## src/rtl/dmem_arbiter.sv

```systemverilog
// dmem_arbiter: shares the single-port data memory between the core load/store
// path and the host (preload/readback) port. Each access runs IDLE -> XFER -> ACK.
// The winner's address/data/we are latched on grant and presented to the memory
// during XFER; load data is captured at the end of XFER and returned with a
// one-cycle ack in ACK.
// Optional feature: define PEBBLE_DMEM_ARB_RR_EN for round-robin arbitration on
// simultaneous requests (default build: fixed priority, core over host).
module dmem_arbiter #(
   parameter int DW = 8,
   parameter int AW = 8
) (
   input  logic          Clk,
   input  logic          Reset,
   input  logic          core_req,
   input  logic          core_we,
   input  logic [AW-1:0] core_addr,
   input  logic [DW-1:0] core_wdata,
   output logic [DW-1:0] core_rdata,
   output logic          core_ack,
   output logic          core_stall,
   input  logic          host_req,
   input  logic          host_we,
   input  logic [AW-1:0] host_addr,
   input  logic [DW-1:0] host_wdata,
   output logic [DW-1:0] host_rdata,
   output logic          host_ack,
   output logic [AW-1:0] mem_addr,
   output logic [DW-1:0] mem_wdata,
   output logic          mem_we,
   input  logic [DW-1:0] mem_rdata,
   output logic          busy
);

   typedef enum logic [1:0] {
      ST_IDLE = 2'd0,
      ST_XFER = 2'd1,
      ST_ACK  = 2'd2
   } state_t;

   state_t        state_r;
   state_t        state_nxt_s;
   logic          sel_host_s;
   logic          gnt_host_r;
   logic          last_host_r;
   logic          we_r;
   logic [AW-1:0] mem_addr_r;
   logic [DW-1:0] mem_wdata_r;
   logic [DW-1:0] core_rdata_r;
   logic [DW-1:0] host_rdata_r;
   logic          core_ack_r;
   logic          host_ack_r;
   logic          mem_we_s;
   logic          busy_s;

   // Pick the port to grant when the FSM is idle.
   always_comb begin
      sel_host_s = 1'b0;
      if (core_req && host_req) begin
`ifdef PEBBLE_DMEM_ARB_RR_EN
         // Alternate: the port that was not served last wins.
         sel_host_s = ~last_host_r;
`else
         // Fixed priority: core always wins a tie.
         sel_host_s = 1'b0;
`endif
      end else if (host_req) begin
         sel_host_s = 1'b1;
      end else begin
         sel_host_s = 1'b0;
      end
   end

   // FSM state register; async reset drops the FSM (and so mem_we) immediately.
   always_ff @(posedge Clk or negedge Reset) begin
      if (!Reset) begin
         state_r <= ST_IDLE;
      end else begin
         state_r <= state_nxt_s;
      end
   end

   // FSM next-state logic; a request still high during ACK is seen in the next IDLE.
   always_comb begin
      state_nxt_s = ST_IDLE;
      case (state_r)
         ST_IDLE: begin
            if (core_req || host_req) begin
               state_nxt_s = ST_XFER;
            end else begin
               state_nxt_s = ST_IDLE;
            end
         end
         ST_XFER: state_nxt_s = ST_ACK;
         ST_ACK:  state_nxt_s = ST_IDLE;
         default: state_nxt_s = ST_IDLE;
      endcase
   end

   // FSM outputs: the memory write strobe exists only in XFER.
   always_comb begin
      mem_we_s = 1'b0;
      busy_s   = 1'b0;
      case (state_r)
         ST_IDLE: begin
            mem_we_s = 1'b0;
            busy_s   = 1'b0;
         end
         ST_XFER: begin
            mem_we_s = we_r;
            busy_s   = 1'b1;
         end
         ST_ACK: begin
            mem_we_s = 1'b0;
            busy_s   = 1'b1;
         end
         default: begin
            mem_we_s = 1'b0;
            busy_s   = 1'b0;
         end
      endcase
   end

   // Grant capture: latch the winner's request fields so XFER sees stable values.
   always_ff @(posedge Clk or negedge Reset) begin
      if (!Reset) begin
         gnt_host_r  <= 1'b0;
         we_r        <= 1'b0;
         mem_addr_r  <= {AW{1'b0}};
         mem_wdata_r <= {DW{1'b0}};
      end else if ((state_r == ST_IDLE) && (core_req || host_req)) begin
         gnt_host_r  <= sel_host_s;
         we_r        <= sel_host_s ? host_we    : core_we;
         mem_addr_r  <= sel_host_s ? host_addr  : core_addr;
         mem_wdata_r <= sel_host_s ? host_wdata : core_wdata;
      end else begin
         gnt_host_r  <= gnt_host_r;
         we_r        <= we_r;
         mem_addr_r  <= mem_addr_r;
         mem_wdata_r <= mem_wdata_r;
      end
   end

   // Load data capture at the end of XFER; stores leave the rdata register untouched.
   always_ff @(posedge Clk or negedge Reset) begin
      if (!Reset) begin
         core_rdata_r <= {DW{1'b0}};
         host_rdata_r <= {DW{1'b0}};
      end else if ((state_r == ST_XFER) && !we_r) begin
         if (gnt_host_r) begin
            host_rdata_r <= mem_rdata;
         end else begin
            core_rdata_r <= mem_rdata;
         end
      end else begin
         core_rdata_r <= core_rdata_r;
         host_rdata_r <= host_rdata_r;
      end
   end

   // Ack pulses (high exactly while in ACK) and round-robin history update.
   always_ff @(posedge Clk or negedge Reset) begin
      if (!Reset) begin
         core_ack_r  <= 1'b0;
         host_ack_r  <= 1'b0;
         last_host_r <= 1'b0;
      end else begin
         core_ack_r <= (state_r == ST_XFER) && !gnt_host_r;
         host_ack_r <= (state_r == ST_XFER) &&  gnt_host_r;
         if (state_r == ST_ACK) begin
            last_host_r <= gnt_host_r;
         end else begin
            last_host_r <= last_host_r;
         end
      end
   end

   assign core_rdata = core_rdata_r;
   assign host_rdata = host_rdata_r;
   assign core_ack   = core_ack_r;
   assign host_ack   = host_ack_r;
   assign core_stall = core_req && !core_ack_r;
   assign mem_addr   = mem_addr_r;
   assign mem_wdata  = mem_wdata_r;
   assign mem_we     = mem_we_s;
   assign busy       = busy_s;

endmodule

```

## config.mk

```make
export PLATFORM = sky130hd
export DESIGN_NAME = dmem_arbiter
export DESIGN_NICKNAME = d
export VERILOG_FILES = /design/src/rtl/dmem_arbiter.sv
export SDC_FILE = /design/constraint.sdc
export NUM_CORES = 1
export LEC_CHECK = 0
export BUFFER_PORTS_ARGS = -buffer_cell sky130_fd_sc_hd__buf_2
export CAP_MARGIN = 0
export CELL_PAD_IN_SITES_DETAIL_PLACEMENT = 1
export CELL_PAD_IN_SITES_GLOBAL_PLACEMENT = 1
export CORE_UTILIZATION = 38
export DETAILED_ROUTE_END_ITERATION = 6
export GPL_ROUTABILITY_DRIVEN = 0
export PLACE_DENSITY = 0.91
export SYNTH_ARGS = -nofsm -noshare
export SYNTH_HDL_FRONTEND = slang
export SYNTH_SLANG_ARGS = --single-unit
```

## constraint.sdc

```tcl
create_clock -name Clk -period 4.3 [get_ports Clk]
set_clock_uncertainty 0.2 [all_clocks]
set_input_delay 0.86 -clock Clk [delete_from_list [all_inputs] [get_ports Clk]]
set_output_delay 0.86 -clock Clk [all_outputs]
set_load 0.01 [all_outputs]
```

# ---- Word-level counts from Yosys, hierarchy flattened
# Cells that the tools add are included.
dict set report op_classes {
  bitwise 1
  n_eq_ne 2
  mux 9
  n_reduce_logical 14
}
# cell count
set ops {}
lappend ops {{8-bit 2-to-1 mux} 2}
lappend ops {{1-bit logical AND} 6}
lappend ops {{1-bit 2-to-1 mux} 6}
lappend ops {{2-bit one-hot mux with 2 select lines} 1}
lappend ops {{2-bit AND reduction} 2}
lappend ops {{1-bit zero test} 3}
lappend ops {{2-bit by 1-bit == test with 1-bit output, second input constant} 1}
lappend ops {{2-bit == test, second input constant} 1}
lappend ops {{2-bit zero test} 1}
lappend ops {{2-bit OR reduction} 1}
lappend ops {{1-bit logical OR} 1}
lappend ops {{1-bit NOT} 1}
dict set report totals {
  word_cells 35
  regBits 38
  out_inout_bits 37
  input_bits 46
}

# ---- Depth between registers and ports, before layout
# Gate-level depths: netlist (run 1).
dict set report depth {
  word_depth 3
  depth_mapped 6
}

# ---- Worst setup path before layout (run 1)
# OpenSTA, ideal clock, no wires.
dict set report synth_path {
  path_type {input port to output port}
  startpoint {in core_req}
  endpoint {out core_stall}
  required_time_ns 3.240
  arrival_ns 1.057
  path_stages 1
  path_buffers 0
  setup_slack_ns 2.183
  cell_sequence {nor2b_1}
}
dict set report synth_between {
  elab_chain_len 1
}
# item line
set synth_rtl {}
lappend synth_rtl {{start: declaration} 14} ;# input logic core_req,
lappend synth_rtl {{1-bit logical AND} 181} ;# assign core_stall = core_req && !core_ack_r;
lappend synth_rtl {{end: declaration} 20} ;# output logic core_stall,
# No other way between the ends.

# ---- Worst setup path in the final report (run 1)
# Same ends and word-level chain as after synthesis.

==> impl_results.rst, run 1 <==
.. list-table::
   :header-rows: 1

   * - Metric
     - Value
   * - Status
     - completed
   * - Critical path buffers and inverters
     - 2
   * - Number of instances in the placed design
     - 289
   * - Area inside the core boundary
     - 4723 um2
   * - Fin crit period
     - about 2.3 ns
   * - WP depth
     - 3
   * - Endpoint kind of the worst setup timing path
     - output pin
   * - Top cells by area in the synthesized netlist
     - dfrtp_1, and3b_1, mux2_4
   * - Die footprint
     - 5187 um2
   * - Startpoint of the worst-slack reg-to-reg timing path
     - state_r[0]
   * - Antenna Cells
     - 0
   * - Cell Chain, Critical Path
     - buf_2 -> nor2b_1 -> buf_2
   * - Number of top-level pins
     - 83
   * - Remaining DRCs
     - 0
   * - Clock tree from TritonCTS
     - built
   * - Gr ovfl total
     - 0
   * - Setup crit start kind
     - input port
   * - Total number of yosys warnings
     - 0
   * - Endpoint arrival time on the critical path
     - 1.28 ns
   * - Destination of the critical timing path
     - core_stall
   * - Required time of the worst setup path
     - around 3.2 ns
   * - Static Leak
     - roughly 0.0012 uW
   * - Cell seen most often among critical-path stages
     - buf_2
   * - Global-route wire length before repair
     - between 7 and 8 mm
   * - Number of clock buffers inserted by TritonCTS
     - 5
   * - Clock insertion delay at the later pin of the skew report
     - roughly 0.29 ns
   * - Setup-failing EPs final
     - 0
   * - Pin count of the biggest net entering global routing
     - 39
   * - Fraction of final layout cells with drive strength greater than 1
     - 51.74%
   * - Combinational group share of total power
     - 44.7%
   * - Starting density of the core
     - 39.44%
   * - Fillcell total
     - 518
   * - Port buffer count
     - 82
   * - Startpoint of the worst setup timing path
     - core_req
   * - Average vias per placed instance
     - about 4.8
   * - First-iteration detailed-routing DRC count
     - 37
   * - Cell at the slowest stage of the critical path
     - buf_2
   * - Number of antenna violations at the first check in global routing
     - 0
   * - Post-Syn Nets
     - 198
   * - CTS resizes
     - 0
   * - Delay contributed by the slowest stage of the critical path
     - 0.14 ns
   * - Part of the power in the clock network
     - approximately 17%
   * - Area growth from synthesis to final layout
     - 28.74%
   * - Number of pins with negative max-slew slack in the final report
     - 0
   * - Final worst path period share
     - around 55%
   * - Post-synthesis cell type with the largest combined area
     - dfrtp_1
   * - Top-area cell type share of the netlist area
     - roughly half
   * - Category of cells accounting for the largest share of critical-path delay
     - buffers and inverters
   * - Flop2flop setup slack
     - 2.33 ns
   * - Sum Neg Setup Slack
     - 0 ns
   * - Clock transition time at the flip-flop clock pins of the worst setup and hold paths
     - around 0.07 ns
   * - Hold buffer count at cts
     - 0
   * - Final Hold Viols
     - 0
   * - RSZ-0062 raised after global routing
     - no
   * - Max-cap viol count
     - 0
   * - Gate count after technology mapping
     - ~150
   * - Nets@finish
     - 278
   * - Most numerous cell in the Yosys netlist
     - dfrtp_1
   * - Height of the chip
     - 72.02 um
   * - Maximum operating frequency
     - 0.4265 GHz
   * - Unique masters post-synth
     - 24
   * - Register share of total power
     - 38.3%
   * - Design internal power
     - roughly 1100 uW
   * - Total routed wirelength
     - 4.424 mm
   * - Share of flip-flops with an asynchronous set or reset after synthesis
     - 100.0%
   * - Count of flip-flops with a built-in enable after synthesis
     - 0
   * - Vias in the first global route
     - 1471
   * - Most numerous cell types in the synthesized netlist
     - dfrtp_1, and3b_1, nor2_1
   * - Via count
     - 1431
   * - Worst slew slack as a fraction of its limit
     - about 43%
   * - Die Span X
     - a little over 70 um
   * - Mapped cell area
     - ~1900 um2
   * - Slew of the pin with the lowest slew margin
     - 0.8560 ns
   * - Sw Share
     - 37.69%
   * - NetSw
     - 655.6 uW
   * - Sink count of the clock tree
     - 38
   * - Count of placed standard cells in the final layout, fillers left out
     - between 200 and 300
   * - Peak VDD IR
     - 0.2692 mV
   * - H-Tree Depth
     - 2
   * - Path depth of the worst reg2reg path
     - 6
   * - Antenna violation net count after detailed routing
     - 0
   * - Reg-to-reg critical path endpoint
     - mem_wdata[2]
   * - Top flip-flop cell by instance count after synthesis
     - dfrtp_1
   * - Sequential cell area fraction in the yosys report
     - just over 50%
   * - Post CTS Setup Buffer Count
     - 0
   * - Global routing usage summed across all routing layers
     - ~18%
   * - Site Rows
     - 25
   * - First-pass DRT Iterations
     - 4
   * - Max Fanout on Critical Path
     - 5
   * - Routed wire per std cell
     - 14.90 um
   * - Hold Path Class
     - flop to flop
   * - Critical path type
     - input port to output pin
   * - Root cell of the clock tree
     - clkbuf_8
   * - Pwr dens
     - 725.3 nW/um2
   * - Maximum number of buffers from clock root to sink
     - 2
   * - Syn Area/Cell
     - 12.50 um2
   * - Flip-flop and latch count after synthesis
     - 38
==> through the flow <==
step	total power, uW	instance area [um2]	hold WS, ns	setup slack [ns]	utilization (%)
2_1_floorplan	1175	1863	0.2258	2.183	-
3_3_place_gp	1411	2290	0.2665	1.964	48.48
3_5_place_dp	1461	2290	0.2740	1.845	48.48
4_1_cts	1765	2399	0.2857	1.953	50.78
5_1_grt	1865	2399	0.2969	1.930	50.78
6_report	1740	2399	0.2735	1.955	50.78
==> cell families (layout without fill, tap and decap cells) <==
family	after synthesis	after routing	share of synthesized area [%]
muxes	16	16	11.28
AOI/OAI and AO/OA	19	19	9.268
DFF	38	38	51.04
adders and majority gates	3	3	2.015
buffers and inverters	12	93	4.432
and+or+nand+nor	61	61	21.96
==> worst min path at each step <==
stage                    start  depth (start not counted)  slack (ns)        to
floorplan           gnt_host_r                          1        0.23  core_ack
global placement    gnt_host_r                          1        0.27  core_ack
detailed placement  gnt_host_r                          1        0.27  core_ack
CTS                 gnt_host_r                          1        0.29  core_ack
global route        gnt_host_r                          1        0.30  core_ack
finish              gnt_host_r                          1        0.27  core_ack
==> metal layers <==
layer / track usage (%) / vias to the layer above / routed length [um]
met5: 0 / - / 0
met1: 19.95 / 688 / 1819
met2: 33.23 / 55 / 2326
li1: - / 684 / -
met4: 4.575 / 0 / 29
met3: 5.000 / 4 / 249
==> power groups by stage <==
| stage | sequential (uW) | combinational (uW) | clock [uW] |
|---|---|---|---|
| after global placement | 657 | 754 | 0 |
| after floorplan | 732 | 443 | 0 |
| after detailed placement | 674 | 788 | 0 |
| final | 666 | 777 | 297 |
| after global routing | 688 | 856 | 321 |
| after CTS | 669 | 792 | 304 |
==> registers in the layout, summed over array words and instances (netlist names) <==
name,cells
mem_wdata,8
we_r,1
state_r,2
core_ack,1
core_rdata,8
mem_addr,8
gnt_host_r,1
host_ack,1
host_rdata,8
==> cells in the final DEF, fill, tap and decap left out, types with 3 or more instances in the layout <==
| master | instances |
|---|---|
| and2_1 | 3 |
| and3b_1 | 17 |
| buf_2 | 82 |
| clkbuf_8 | 5 |
| dfrtp_1 | 38 |
| ha_1 | 3 |
| mux2_1 | 8 |
| mux2_4 | 8 |
| nor2_1 | 17 |
| nor3_1 | 8 |
| nor3_2 | 9 |
| o22ai_1 | 8 |
| o22ai_2 | 9 |
==> area by class of cell <==
type,instances,area [um2],area share [%]
sequential,38,950.9,39.65
multi-input combinational,99,829.5,34.59
timing repair buffer,83,417.9,17.42
tap,67,83.83,3.495
clock buffer,5,68.82,2.869
clock inverter,3,40.04,1.669
inverter,2,7.507,0.3130
No activity file was read; power rests on OpenSTA's default activity.
==> inputs of run 2 (changes only) <==
Settings changed: CORE_UTILIZATION 38 to 35, PLACE_DENSITY 0.91 to 0.85.
Clock period 4.3 ns to 2.39 ns, I/O delays scaled along.
==> run 2 against run 1 <==
Net effect: via count grew 1.4%; register-to-register slack worse by 1.9 ns; sequential share of layout area decreased by 0.37 points.
==> impl_results.rst, run 2 (synthesis gave the netlist of run 1 again) <==
.. list-table::
   :header-rows: 1

   * - Metric
     - Value
   * - Via count
     - 1451 (+1.4%)
   * - Peak VDD IR
     - 0.4037 mV (+50%)
   * - Site Rows
     - 26 (+4.0%)
   * - Post CTS Setup Buffer Count
     - 0 (unchanged)
   * - Static Leak
     - 0.001216 uW (+0.77%)
   * - Root cell of the clock tree
     - clkbuf_8
   * - Amount of wire on met3 after detailed routing
     - 269 um (+8.0%)
   * - Sum Neg Setup Slack
     - 0 ns (unchanged)
   * - Maximum operating frequency
     - 0.5231 GHz
   * - Critical path type
     - flop to flop
   * - CTS resizes
     - 0 (unchanged)
   * - Final setup margin
     - 0.4784 ns (-1.477 ns)
   * - Number of pins with negative max-slew slack in the final report
     - 0 (unchanged)
   * - Setup-failing EPs final
     - 0 (unchanged)
   * - Maximum number of buffers from clock root to sink
     - 2 (unchanged)
   * - Antenna violation net count after detailed routing
     - 0 (unchanged)
   * - Die Span X
     - 74.96 um (+4.1%)
   * - Global-route wire length before repair
     - 7.113 mm (+1.2%)
   * - Fin crit period
     - 1.912 ns
   * - H-Tree Depth
     - 2 (unchanged)
   * - Nets@finish
     - 280 (+0.72%)
   * - Required time of the worst setup path
     - 2.36 ns (-0.88 ns)
   * - Post-Route M1 WL
     - 1.989 mm (+9.3%)
   * - Starting density of the core
     - 36.48% (-3.0 points)
   * - Clock insertion delay at the later pin of the skew report
     - 0.28 ns (about the same)
   * - Pin count of the biggest net entering global routing
     - 39 (unchanged)
   * - Global routing usage summed across all routing layers
     - 17.14% (-0.68 points)
   * - Routed wire per std cell
     - 14.75 um (-0.99%)
   * - Endpoint arrival time on the critical path
     - 1.88 ns (+0.60 ns)
   * - Die footprint
     - 5619 um2 (+8.3%)
   * - Max Fanout on Critical Path
     - 8 (+3)
   * - Total routed wirelength
     - 4.439 mm (+0.34%)
   * - Endpoint kind of the worst setup timing path
     - flop
   * - HPWL reported at the end of detailed placement
     - 3.266 mm
   * - First-pass DRT Iterations
     - 3 (-1)
   * - Final worst path period share
     - around four fifths
   * - Fillcell total
     - 600 (+16%)
   * - First-iteration detailed-routing DRC count
     - 32 (-14%)
   * - Post-Place Setup Slack
     - 0.3869 ns (-1.458 ns)
   * - Port buffer count
     - 82 (unchanged)
   * - Number of top-level pins
     - 83 (unchanged)
   * - Clock transition time at the flip-flop clock pins of the worst setup and hold paths
     - 0.07 ns (about the same)
   * - Flop2flop setup slack
     - 0.48 ns (-1.85 ns)
   * - Pwr dens
     - 1301 nW/um2 (+79%)
   * - Clock tree from TritonCTS
     - built
   * - Antenna Cells
     - 0 (unchanged)
   * - Final total power
     - 3150 uW (+81%)
   * - Max-cap viol count
     - 0 (unchanged)
   * - Vias in the first global route
     - 1498 (+1.8%)
   * - Sink count of the clock tree
     - 38 (unchanged)
   * - Commonest cells after routing, fill and taps aside
     - buf_2, dfrtp_1, nor2_1, and3b_1
   * - Area inside the core boundary
     - 5107 um2 (+8.1%)
   * - Remaining DRCs
     - 0 (unchanged)
   * - Setup crit start kind
     - flop
   * - Most frequent standard cell in the layout excluding fill and tap cells
     - buf_2
   * - Slew of the pin with the lowest slew margin
     - 0.8609 ns (+0.004825 ns)
   * - Fraction of final layout cells with drive strength greater than 1
     - 51.95% (+0.21 points)
   * - Routed met2 length
     - 2.165 mm (-6.9%)
   * - Worst slew slack as a fraction of its limit
     - 42.61% (-0.32 points)
   * - Height of the chip
     - 74.96 um (+4.1%)
   * - Area growth from synthesis to final layout
     - 29.95%
   * - Hold buffer count at cts
     - 0 (unchanged)
   * - Hold Path Class
     - input port to async pin
   * - Uppermost signal routing layer after detailed routing
     - met4
   * - Average vias per placed instance
     - 4.821 (about the same)
   * - Status
     - completed
   * - RSZ-0062 raised after global routing
     - no
   * - Gr ovfl total
     - 0 (unchanged)
   * - Number of antenna violations at the first check in global routing
     - 0 (unchanged)
   * - Number of clock buffers inserted by TritonCTS
     - 5 (unchanged)
   * - Final Hold Viols
     - 0 (unchanged)
-- run 2: cell types whose count changed in the layout (fill, tap and decap cells not counted), sizes merged --
cell    change
clkbuf      +1
buf         +2
clkinv      -2
-- run 2: critical path: stages (launching register included) --
cell	delay, ns
dfrtp_1	0.37
inv_1	0.09
ha_1	0.18
nor2b_1	0.16
and2b_1	0.45
mux2_4	0.34
-- run 2: stage by stage --
stage          std cells  hold WS (ns)  instance area [um2]  util [%]
2_1_floorplan        149      -0.01759                 1863         -
3_3_place_gp         294        0.2593                 2308     45.20
3_5_place_dp         294        0.2605                 2308     45.20
4_1_cts              301        0.1252                 2421     47.40
5_1_grt              301        0.1604                 2421     47.40
6_report             301       0.09988                 2421     47.40
-- run 2: area by class of cell --
type | instances | area (um2) | share of cell area, %
Clock buffer | 6 | 82.58 | 3.411
Clock inverter | 1 | 30.03 | 1.240
Inverter | 2 | 7.507 | 0.3101
Multi-Input combinational cell | 99 | 829.5 | 34.26
Sequential cell | 38 | 950.9 | 39.28
Tap cell | 70 | 87.58 | 3.618
Timing Repair Buffer | 85 | 432.9 | 17.88
-- run 2: path summary, 6_finish.rpt --
path,to,start,cells after the start
min in group Clk,host_rdata[0],mem_rdata[0],2
setup reg to reg,core_rdata[6],state_r[1],5
hold reg to reg,core_ack,gnt_host_r,1
setup / recovery,core_rdata[6],state_r[1],5
max in group asynchronous,mem_wdata[6],Reset,1
hold / removal,core_rdata[2],Reset,1
-- run 2: layer usage --
| layer | vias to the layer above | track usage [%] |
|---|---|---|
| met4 | 0 | 4.822 |
| met5 | - | 0 |
| met2 | 55 | 28.23 |
| met3 | 2 | 5.622 |
| li1 | 689 | - |
| met1 | 705 | 21.60 |
-- run 2: where the power goes --
part / internal (uW) / switching (uW)
clock: 334 / 214
sequential: 971 / 223
combinational: 690 / 718
total: 2000 / 1150
==> inputs of run 3 (changes only) <==
Settings changed: CORE_UTILIZATION 35 to 32, PLACE_DENSITY 0.85 to 0.82.
Clock period 2.39 ns to 1.65 ns, I/O delays scaled along.
==> run 3 against run 2 <==
Net effect: the flow now finishes with violations (negative setup slack); flip-flop and latch count is the same; critical path depth shrank 2; core utilization grew 0.34 points.
==> impl_results.rst, run 3 (synthesis gave the netlist of run 1 again) <==
.. list-table::
   :header-rows: 1

   * - Metric
     - Value
   * - Delay contributed by the slowest stage of the critical path
     - 0.45 ns (about the same)
   * - Clock insertion delay at the later pin of the skew report
     - 0.29 ns (about the same)
   * - H-Tree Depth
     - 2 (unchanged)
   * - Fin crit period
     - roughly 1.7 ns
   * - HPWL reported at the end of detailed placement
     - 3.555 mm (+8.8%)
   * - Clock tree from TritonCTS
     - built
   * - Max-cap viol count
     - 0 (unchanged)
   * - Height of the chip
     - 78.30 um (+4.5%)
   * - Clock transition time at the flip-flop clock pins of the worst setup and hold paths
     - 0.08 ns (about the same)
   * - First-iteration detailed-routing DRC count
     - 22 (-31%)
   * - Gr ovfl total
     - 0 (unchanged)
   * - Antenna violation net count after detailed routing
     - 0 (unchanged)
   * - Number of antenna violations at the first check in global routing
     - 0 (unchanged)
   * - Setup-failing EPs final
     - 2 (+2)
   * - Vias in the first global route
     - 1558 (+4.0%)
   * - Part of the power in the clock network
     - 18.4% (+1.0 points)
   * - Hold Path Class
     - input port to flop
   * - Average vias per placed instance
     - 4.747 (-1.5%)
   * - Maximum number of buffers from clock root to sink
     - 2 (unchanged)
   * - Status
     - complete, but fails checks
   * - Startpoint of the worst-slack reg-to-reg timing path
     - state_r[1]
   * - Number of pins with negative max-slew slack in the final report
     - 0 (unchanged)
   * - Number of top-level pins
     - 83 (unchanged)
   * - Starting density of the core
     - 33.42% (-3.1 points)
   * - Fraction of final layout cells with drive strength greater than 1
     - 61.48% (+9.5 points)
   * - Pwr dens
     - 1955 nW/um2 (+50%)
   * - Required time of the worst setup path
     - 1.12 ns (-1.24 ns)
   * - Area inside the core boundary
     - 5574 um2 (+9.1%)
   * - Peak VDD IR
     - 0.6023 mV (+49%)
   * - Final total power
     - 5204 uW (+65%)
   * - Site Rows
     - 27 (+3.8%)
   * - Area occupied by multi-input gates
     - 907.1 um2 (+9.4%)
   * - Cell at the slowest stage of the critical path
     - dfrtp_2
   * - Area growth from synthesis to final layout
     - 42.85%
   * - Endpoint kind of the worst setup timing path
     - output pin
   * - Routed wire per std cell
     - 15.24 um (+3.3%)
   * - Via count
     - 1500 (+3.4%)
   * - Worst slew slack as a fraction of its limit
     - 77.81% (+35 points)
   * - Worst hold path stage count
     - 2
   * - Setup crit start kind
     - flop
   * - Violations in the final reports
     - negative setup slack
   * - Cell Chain, Critical Path
     - ha_4 -> and2_4 -> buf_6
   * - Global routing usage summed across all routing layers
     - 17.15% (about the same)
   * - Static Leak
     - 0.001349 uW (+11%)
   * - Global-route wire length before repair
     - 8.010 mm (+13%)
   * - Maximum operating frequency
     - 0.5917 GHz
   * - Register share of total power
     - 33.8% (-4.1 points)
   * - Startpoint of the worst setup timing path
     - state_r[0]
   * - Final setup margin
     - -0.04004 ns (-0.5185 ns)
   * - Nets@finish
     - 292 (+4.3%)
   * - Max Fanout on Critical Path
     - 3 (-5)
   * - Antenna Cells
     - 0 (unchanged)
   * - Sw Share
     - 35.15% (-1.5 points)
   * - Remaining DRCs
     - 0 (unchanged)
   * - RSZ-0062 raised after global routing
     - yes
   * - Slew of the pin with the lowest slew margin
     - 0.3328 ns (-0.5280 ns)
   * - Most frequent standard cell in the layout excluding fill and tap cells
     - buf_2
   * - Count of placed standard cells in the final layout, fillers left out
     - 316 (+5.0%)
   * - Design internal power
     - 3375 uW (+69%)
   * - Final Hold Viols
     - 0 (unchanged)
   * - Die Span X
     - 78.30 um (+4.5%)
   * - Port buffer count
     - 82 (unchanged)
   * - Number of instances in the placed design
     - 305 (+3.7%)
   * - Die footprint
     - 6131 um2 (+9.1%)
   * - NetSw
     - 1829 uW (+58%)
   * - Endpoint arrival time on the critical path
     - 1.16 ns (-0.72 ns)
   * - Combinational group share of total power
     - 47.8% (+3.1 points)
   * - Pin count of the biggest net entering global routing
     - 28 (-28%)
   * - Fillcell total
     - 630 (+5.0%)
   * - Sink count of the clock tree
     - 38 (unchanged)
   * - Register area
     - 952.2 um2 (+0.13%)
   * - Critical path type
     - flop to output pin
   * - First-pass DRT Iterations
     - 2 (-1)
   * - Total routed wirelength
     - 4.816 mm (+8.5%)
   * - Final worst path period share
     - 102.4%
   * - Commonest cells after routing, fill and taps aside
     - buf_2, dfrtp_1, nor2_1, and3b_1, mux2_4
   * - Root cell of the clock tree
     - clkbuf_8
   * - Beginning of the worst hold path
     - mem_rdata[6]
   * - Path depth of the worst reg2reg path
     - 5 (unchanged)
   * - Number of clock buffers inserted by TritonCTS
     - 5 (unchanged)
[run 3: final timing paths]
path	slack, ns	endpoint
worst min register to register	0.30	core_ack
worst max-delay path	-0.04	mem_we
worst max register to register	0.01	core_rdata[7]
min in group asynchronous	0.26	mem_wdata[6]
max in group asynchronous	0.53	state_r[0]
worst min-delay path	0.09	core_rdata[6]
[run 3: final cells by class]
cell class / count / area share [%]
Multi-Input combinational cell: 99 / 34.09
Tap cell: 72 / 3.385
Sequential cell: 38 / 35.78
Clock inverter: 3 / 2.586
Timing Repair Buffer: 97 / 21.30
Inverter: 2 / 0.2821
Clock buffer: 5 / 2.586
[run 3: critical path, delay by kind of cell (launching register included)]
family | cells | cell delay, ns
simple gates | 1 | 0.13
flops | 1 | 0.45
buf+inv | 1 | 0.11
fa+ha+maj | 1 | 0.18
[run 3: stage by stage]
| step | worst slack, ns | utilization (%) | instance area, um2 | hold slack (ns) | TNS (ns) |
|---|---|---|---|---|---|
| 2_1_floorplan | 0.04173 | - | 1863 | -0.1656 | 0 |
| 3_3_place_gp | -0.01037 | 43.34 | 2416 | 0.04283 | -0.07740 |
| 3_5_place_dp | -0.1077 | 43.34 | 2416 | 0.05266 | -1.225 |
| 4_1_cts | -0.04743 | 46.98 | 2619 | 0.07131 | -0.3214 |
| 5_1_grt | -0.07807 | 47.74 | 2661 | 0.07296 | -0.4295 |
| 6_report | -0.04004 | 47.74 | 2661 | 0.08511 | -0.07500 |
[run 3: power groups by stage]
stage / combinational [uW] / clock, uW / sequential [uW]
final: 2490 / 956 / 1760
after global placement: 2130 / 0 / 1730
after floorplan: 1150 / 0 / 1910
after detailed placement: 2220 / 0 / 1750
after CTS: 2440 / 984 / 1740
after global routing: 2720 / 1020 / 1820
[run 3: what timing repair did]
item | CTS | global route
endpoints found under the setup margin | 18 | 19
pin swaps | 2 | 2
resized for setup | 16 | 8
endpoints found under the hold margin | 11 | 0
setup buffers | 2 | 1
hold buffers | 1 | 0
[run 3: layer usage]
metal | global-route usage [%] | up-vias | wire (um) | part of all wire, %
li1 | - | 713 | - | -
met1 | 21.56 | 722 | 2134 | 44
met2 | 28.95 | 59 | 2362 | 49
met3 | 3.953 | 6 | 259 | 5.4
met4 | 5.556 | 0 | 59 | 1.2
met5 | 0 | - | 0 | 0
